<file path="src/rtl/rst_seq_mgr_if.sv">
`default_nettype none
// ============================================================================
// Module   : rst_seq_mgr_if
// Brief    : Request/status bundle between SoC reset control and rst_seq_mgr
// Revision : 1.0 - initial release
// ============================================================================
interface rst_seq_mgr_if #(
  parameter int NUM_DOM = 4
);
  logic               ext_req;
  logic               wdt_req;
  logic [NUM_DOM-1:0] sw_hold;
  logic               cause_clr;
  logic [NUM_DOM-1:0] dom_resetn;
  logic               seq_busy;
  logic [3:0]         rst_cause;

  modport master (
    output ext_req, wdt_req, sw_hold, cause_clr,
    input  dom_resetn, seq_busy, rst_cause
  );

  modport slave (
    input  ext_req, wdt_req, sw_hold, cause_clr,
    output dom_resetn, seq_busy, rst_cause
  );
endinterface
`default_nettype wire

</file>
<file path="src/rtl/rst_seq_mgr.sv">
`default_nettype none
// ============================================================================
// Module   : rst_seq_mgr
// Brief    : Releases NUM_DOM reset domains in order with programmable stretch,
//            handles hold/re-sequence requests and keeps a sticky reset cause.
// Revision : 1.0 - initial release
// ============================================================================
module rst_seq_mgr #(
  parameter int NUM_DOM  = 4,
  parameter int HOLD_CYC = 8,
  parameter int STRETCH  = 5
) (
  input  wire logic   clk,
  input  wire logic   rst,
  rst_seq_mgr_if.slave bus
);

  localparam int c_PW   = $clog2(NUM_DOM + 1);
  localparam int c_CMAX = (HOLD_CYC > STRETCH) ? HOLD_CYC : STRETCH;
  localparam int c_CW   = (c_CMAX > 1) ? $clog2(c_CMAX) : 1;

  localparam logic [c_PW-1:0] c_PMAX      = c_PW'(NUM_DOM);
  localparam logic [c_CW-1:0] c_HOLD_LAST = c_CW'(HOLD_CYC - 1);
  localparam logic [c_CW-1:0] c_STR_LAST  = c_CW'(STRETCH - 1);

  logic [c_PW-1:0]    r_p;
  logic [c_CW-1:0]    r_cnt;
  logic [NUM_DOM-1:0] r_dom_n;
  logic               r_busy;
  logic [3:0]         r_cause;

  logic [c_PW-1:0]    w_p_nxt;
  logic [c_CW-1:0]    w_cnt_nxt;
  logic [NUM_DOM-1:0] w_dom_nxt;
  logic [3:0]         w_cause_set;
  logic [3:0]         w_cause_nxt;
  logic               w_hit;
  logic [c_PW-1:0]    w_hit_idx;
  logic               w_stall;
  logic [c_CW-1:0]    w_lim_last;

  always_comb begin
    w_p_nxt     = r_p;
    w_cnt_nxt   = r_cnt;
    w_cause_set = 4'b0000;
    w_hit       = 1'b0;
    w_hit_idx   = '0;
    w_stall     = 1'b0;
    w_dom_nxt   = '0;

    // Descending scan so the lowest held, already-released domain wins.
    for (int j = NUM_DOM - 1; j >= 0; j--) begin
      if (bus.sw_hold[j] && (j < int'(r_p))) begin
        w_hit     = 1'b1;
        w_hit_idx = c_PW'(j);
      end
      if (bus.sw_hold[j] && (j == int'(r_p))) begin
        w_stall = 1'b1;
      end
    end

    w_lim_last = (r_p == '0) ? c_HOLD_LAST : c_STR_LAST;

    if (bus.ext_req || bus.wdt_req) begin
      w_p_nxt        = '0;
      w_cnt_nxt      = '0;
      w_cause_set[1] = bus.ext_req;
      w_cause_set[2] = bus.wdt_req;
    end else if (w_hit) begin
      w_p_nxt        = w_hit_idx;
      w_cnt_nxt      = '0;
      w_cause_set[3] = 1'b1;
    end else if (r_p == c_PMAX) begin
      w_cnt_nxt = '0;
    end else if (w_stall) begin
      w_cnt_nxt = '0;
    end else if (r_cnt == w_lim_last) begin
      w_p_nxt   = r_p + 1'b1;
      w_cnt_nxt = '0;
    end else begin
      w_cnt_nxt = r_cnt + 1'b1;
    end

    for (int j = 0; j < NUM_DOM; j++) begin
      w_dom_nxt[j] = (int'(w_p_nxt) > j);
    end

    // A cause set in the same cycle as cause_clr survives the clear.
    w_cause_nxt = (bus.cause_clr ? 4'b0000 : r_cause) | w_cause_set;
  end

  always_ff @(posedge clk) begin
    if (rst) begin
      r_p     <= '0;
      r_cnt   <= '0;
      r_dom_n <= '0;
      r_busy  <= 1'b1;
      r_cause <= 4'b0001;
    end else begin
      r_p     <= w_p_nxt;
      r_cnt   <= w_cnt_nxt;
      r_dom_n <= w_dom_nxt;
      r_busy  <= (w_p_nxt != c_PMAX);
      r_cause <= w_cause_nxt;
    end
  end

  assign bus.dom_resetn = r_dom_n;
  assign bus.seq_busy   = r_busy;
  assign bus.rst_cause  = r_cause;

endmodule
`default_nettype wire

</file>
<file path="src/flat_wrapper.sv">
// flat-port wrapper written by rule: the top's interface ports become plain ports
module rst_seq_mgr_flat 
#(
  parameter int NUM_DOM  = 4,
  parameter int HOLD_CYC = 8,
  parameter int STRETCH  = 5
)
  (clk, rst, bus_ext_req, bus_wdt_req, bus_sw_hold, bus_cause_clr, bus_dom_resetn, bus_seq_busy, bus_rst_cause);
  rst_seq_mgr_if #(.NUM_DOM(NUM_DOM)) bus_i ();
  input  wire logic clk;
  input  wire logic rst;
  input wire logic [$bits(bus_i.ext_req)-1:0] bus_ext_req;
  input wire logic [$bits(bus_i.wdt_req)-1:0] bus_wdt_req;
  input wire logic [$bits(bus_i.sw_hold)-1:0] bus_sw_hold;
  input wire logic [$bits(bus_i.cause_clr)-1:0] bus_cause_clr;
  output wire logic [$bits(bus_i.dom_resetn)-1:0] bus_dom_resetn;
  output wire logic [$bits(bus_i.seq_busy)-1:0] bus_seq_busy;
  output wire logic [$bits(bus_i.rst_cause)-1:0] bus_rst_cause;
  assign bus_i.ext_req = bus_ext_req;
  assign bus_i.wdt_req = bus_wdt_req;
  assign bus_i.sw_hold = bus_sw_hold;
  assign bus_i.cause_clr = bus_cause_clr;
  assign bus_dom_resetn = bus_i.dom_resetn;
  assign bus_seq_busy = bus_i.seq_busy;
  assign bus_rst_cause = bus_i.rst_cause;
  rst_seq_mgr #(.NUM_DOM(NUM_DOM), .HOLD_CYC(HOLD_CYC), .STRETCH(STRETCH)) u_core (.clk(clk), .rst(rst), .bus(bus_i));
endmodule
</file>
<file path="config.mk">
export PLATFORM = sky130hd
export DESIGN_NAME = rst_seq_mgr_flat
export DESIGN_NICKNAME = d
export VERILOG_FILES = /design/src/rtl/rst_seq_mgr_if.sv /design/src/rtl/rst_seq_mgr.sv /design/src/flat_wrapper.sv
export SDC_FILE = /design/constraint.sdc
export NUM_CORES = 1
export LEC_CHECK = 0
export CAP_MARGIN = 20
export CORE_MARGIN = 3
export CORE_UTILIZATION = 35
export DETAILED_ROUTE_END_ITERATION = 8
export GPL_TIMING_DRIVEN = 0
export HOLD_SLACK_MARGIN = 0.1
export SYNTH_ARGS = -nofsm -noshare
export SYNTH_HDL_FRONTEND = slang
export SYNTH_SLANG_ARGS = --single-unit
</file>
<file path="constraint.sdc">
create_clock -name clk -period 3.35 [get_ports clk]
set_input_delay 0.67 -clock clk [delete_from_list [all_inputs] [get_ports clk]]
set_output_delay 0.67 -clock clk [all_outputs]
set_load 0.1 [all_outputs]
</file>
Word level (Yosys, flattened, before mapping)
Index checks and enable logic that the tools add are counted.

word-level totals
  register bits = 15
  input bits = 9
  output and inout port bits = 9
  word-level logic and storage cells = 56

cells by class
  add/sub/neg operators = 2
  order comparisons = 8
  equal/unequal tests = 6
  muxes and demuxes = 22
  bitwise operators = 1
  reductions and logical operators = 12

operators by type and width
  operator                                                       count
  two-way mux 3 bit                                              5
  two-way mux 2 bit                                              6
  two-way mux 1 bit                                              10
  logical AND 1 bit                                              8
  adder 3 x 1 -> 3 bit, second input constant                    2
  == test 3 bit, first input constant                            2
  greater-than comparator 3 x 1 -> 1 bit, second input constant  2
  greater-than comparator 3 x 2 -> 1 bit, second input constant  2
  logical NOT 3 bit                                              2
  < comparator 1 x 3 -> 1 bit, first input constant              2
  < comparator 2 x 3 -> 1 bit, first input constant              2
  OR reduction 6 bit                                             1
  two-way mux 4 bit                                              1
  OR 4 bit                                                       1
  == test 2 x 3 -> 1 bit, first input constant                   1
  == test 3 bit                                                  1
  == test 3 bit, second input constant                           1
  inequality test 3 bit, second input constant                   1
  logical OR 1 bit                                               1

Longest topological paths before layout
  word-level depth = 11
  depth in mapped cells = 8
  mapped depth without buffers = 7

Worst setup path after synthesis
Ideal clock, no wire load.

  kind = register to register
  from = register u_core.r_p[0]
  to = register u_core.r_dom_n[0], in the netlist u_core.bus.dom_resetn[0]
  setup time = 134 ps
  data arrival time = 1,677 ps
  required time = 3,216 ps
  setup slack = 1,539 ps
  cell stages (with the launch flop) = 8
  path buffers = 0
  period minus slack after synthesis = 1,811 ps
  cells stage by stage = dfxtp_1 -> inv_1 -> ha_1 -> nand2b_4 -> mux2_4 -> and3_4 -> a211oi_2 -> o211ai_1

between the ends
  longest elaborated chain between the ends = 11
  elaborated cells between the ends (all ways) = 39
  classes of those cells = add/sub: 1; order compare: 5; eq/ne: 5; mux: 18; reduce/logical: 10

ends and longest elaborated chain
  element                                     RTL line            RTL
  from (decl)                                 rst_seq_mgr.sv:26   logic [c_PW-1:0] r_p;
  from (signal assigned)                      rst_seq_mgr.sv:100  r_p <= w_p_nxt;
  == test 3 bit                               rst_seq_mgr.sv:57   if (bus.sw_hold[j] && (j == int'(r_p))) begin
  logical AND 1 bit                           rst_seq_mgr.sv:57
  two-way mux 1 bit (4 in series)             rst_seq_mgr.sv:57
  two-way mux 3 bit                           rst_seq_mgr.sv:75   end else if (w_stall) begin
  two-way mux 3 bit                           rst_seq_mgr.sv:73   end else if (r_p == c_PMAX) begin
  two-way mux 3 bit (*)                       rst_seq_mgr.sv:69   end else if (w_hit) begin
  two-way mux 3 bit (*)                       rst_seq_mgr.sv:64   if (bus.ext_req || bus.wdt_req) begin
  greater-than comparator 3 x 1 -> 1 bit (*)  rst_seq_mgr.sv:85   w_dom_nxt[j] = (int'(w_p_nxt) > j);
  to (signal assigned)                        rst_seq_mgr.sv:102  r_dom_n <= w_dom_nxt;
  to (decl)                                   rst_seq_mgr.sv:28   logic [NUM_DOM-1:0] r_dom_n;

Mark *: on every way between the ends. The rest lies on a longest branch, timed or not.
A chain may end at the register's enable or synchronous reset.

==> results.md <==
- Vias post-DR: around 650
- RePlAce Congestion: 0.726
- PD cells: ~310 nW/µm²
- Skew final: 1.26 ps
- Largest net degree at the start of global routing: 11
- Post-synth EDFFs: 0
- Critical-path top delay cell: clkdlybuf4s50_1
- HP Class: register to register
- Fin Setup TNS: 0 ps
- Vias in the first global route: just over 600
- First-pass GRT wire length: between 2 and 3 mm
- Synth Area per Inst: a little under 10 µm²
- Most common cell in the netlist: dfxtp_1
- Overall Global Routing Usage: 12.3%
- Final Cycle Share: 75.1%
- Share of cells above drive strength 1: between 15 and 20%
- Critical path required time: 2680 ps
- DIE AREA: approximately 2900 µm²
- Number of post-CTS setup repair buffers: 0
- Yosys top cell by area: dfxtp_1
- Crit path time final: 2510 ps
- Register clock-pin slew on the reported worst setup and hold paths: 80 ps
- Avg WL per Cell: about 11 µm
- YS warnings: 0
- CTS tree: yes
- LEAKAGE: 0.426 nW
- Critical Path Sink Type: primary output
- DIE WIDTH: 54.2 µm
- Global route overflow: 0
- Worst Path Class, Setup: register to primary output
- Via density: a little under 5
- Maximum buffer depth of the clock tree: 2
- Hold path start: u_core.bus.rst_cause[0]
- CP delay by family, top: buffers and inverters
- R2R depth: 7
- Clk_lat worst skew: 270 ps
- Antenna viol nets, final: 0
- Highest ir drop seen on vdd: 0.261 mV
- Starting Density: about two fifths
- Hold Violations, Final: 0
- CTS buffer count: 3
- # Max-Cap Violations: 0
- Root buffer cell: clkbuf_4
- IO Pins: 18
- CP arrival: between 1500 and 2000 ps
- Clock sink count: 14
- Residual DRC: 0
- WHS: ~450 ps
- Core area: 2080 µm²
- First-pass iteration count of the detailed router: 3
- Setup crit start kind: register
- CTS H-tree lvls: 1
- Final WL: 1.51 mm
- Synth top cells by count: dfxtp_1, nor2_1, inv_1, ha_1
- Die span in y: around 54 µm
- R2R Setup Slk: approximately 1300 ps
- Dpl hpwl: 1.26 mm
- Share of async-settable or async-resettable flops after synthesis: 0%
- R2R Path Start: u_core.r_p[0]
- Reg-to-reg endpoint: u_core.bus.seq_busy
- CP max stage delay: between 1000 and 1500 ps
- Final net count: about 120
- Synth top area share: between 30% and 40%
- Fin. max-slew vios: 0
- Register area share after synthesis: about a third
- Primary FF master, synth: dfxtp_1
- Post-Syn Nets: 99
- Num rows: 16
- Crit-path cells: buf_4 > clkdlybuf4s50_1
- PostCTS Resize Cnt: 0
- FF+latch count, synth: 14
- Highest clock rate: 398 MHz
- Antenna violations before repair: 0
- Port bufs: 17
- Outcome: finished, final reports clean
- Initial DRC Count: 3
- Synth top area cells: dfxtp_1, ha_1, nor2_1
- Final setup vio count: 0
- Synth Cell Area: between 800 and 900 µm²
- Max_slew headroom: 35.4%
- Worst Hold Depth: 1
- Slew @ Worst Pin: 966 ps
- Hold buffers post-CTS: 0
- Post-Synthesis Cells: 84
- Hold EP: u_core.bus.rst_cause[0]
- WP buf/inv: 2
- Setup repair after global routing missed its margin: no
- Area Growth Syn to Fin: 29.5%
- Distinct cells, synth: 36
- Crit path max fanout: 2
- # diodes: 0
-- through the flow --
step                      area [µm²]  instances  power, mW  setup slack, ps  util [%]
after CTS                       1050        132      0.339              817      50.7
after floorplan                  815         84      0.201             1540         -
after detailed placement        1020        128      0.220              844      48.9
after global routing            1050        132      0.346              770      50.7
final                           1050        132      0.332              835      50.7
after global placement          1020        128      0.220              861      48.9
-- cells in the final DEF, fill, tap and decap left out, types with 2 or more instances in the layout --
| master | synthesis | routed |
|---|---|---|
| clkdlybuf4s50_1 | 0 | 17 |
| ha_1 | 6 | 6 |
| dfxtp_1 | 14 | 14 |
| o211ai_1 | 2 | 2 |
| inv_1 | 8 | 8 |
| a21oi_1 | 4 | 4 |
| and2_1 | 3 | 3 |
| nor2_1 | 11 | 11 |
| o21ai_1 | 2 | 2 |
| nor2b_1 | 2 | 2 |
| nand2_1 | 4 | 4 |
| clkbuf_4 | 0 | 3 |
| a211oi_2 | 2 | 2 |
| a22oi_1 | 2 | 2 |
-- per-layer routing --
| layer | vias up | share of wire [%] | global-route usage, % |
|---|---|---|---|
| met2 | 8 | 51 | 20.7 |
| li1 | 340 | - | - |
| met5 | - | 0 | 0 |
| met1 | 300 | 45 | 14.1 |
| met3 | 0 | 3.8 | 4.90 |
| met4 | 0 | 0 | 3.73 |
-- cells by family after synthesis --
group	Yosys count	synth area share, %
flip-flops	14	34.4
XOR/XNOR	1	1.08
AND/OR/NAND/NOR	27	18.6
multiplexers	1	1.84
adder cells (fa/ha/maj)	6	9.22
AO/OA/AOI/OAI	24	28.3
buffers and inverters	11	6.61
-- how the worst max path moves through the flow --
| stage | start | end | slack [ps] | cells past startpoint |
|---|---|---|---|---|
| after floorplan | u_core.r_p[0] | u_core.bus.dom_resetn[0] | 1540 | 7 |
| after global placement | bus_sw_hold[0] | u_core.bus.seq_busy | 860 | 6 |
| after detailed placement | bus_sw_hold[0] | u_core.bus.seq_busy | 840 | 6 |
| after CTS | u_core.r_p[2] | bus_dom_resetn[3] | 820 | 2 |
| after global routing | u_core.r_p[2] | bus_dom_resetn[3] | 770 | 2 |
| final | u_core.r_p[2] | bus_dom_resetn[3] | 840 | 2 |
-- where the power goes --
group | internal (mW) | total [mW] | leakage [nW] | switching (mW)
sequential | 0.169 | 0.170 | 0.114 | 0.00143
clock | 0.0661 | 0.116 | 0.0210 | 0.0495
combinational | 0.0165 | 0.0457 | 0.292 | 0.0293
-- state kept, by name, summed over array words and instances (netlist names) --
signal	flops
u_core.bus.rst_cause	4
u_core.bus.dom_resetn	3
u_core.r_cnt	3
u_core.r_p	3
u_core.bus.seq_busy	1
-- final cells by class --
cell class | instances | area (µm²)
fillers | 205 | 1030
multi-input cells | 59 | 480
flip-flops and latches | 14 | 280
repair buffers | 17 | 170
clock buffers | 4 | 36.3
well taps | 27 | 33.8
inverters | 8 | 30.0
plain buffers | 3 | 23.8
-- worst register-to-register path, cell delays in order (launching register included) --
cell	delay [ps]
dfxtp_1	450
inv_1	120
ha_1	210
a22oi_1	300
o221a_2	260
nand3_1	80
a211o_1	330
nand3b_1	180
No activity file was read; power rests on OpenSTA's default activity.
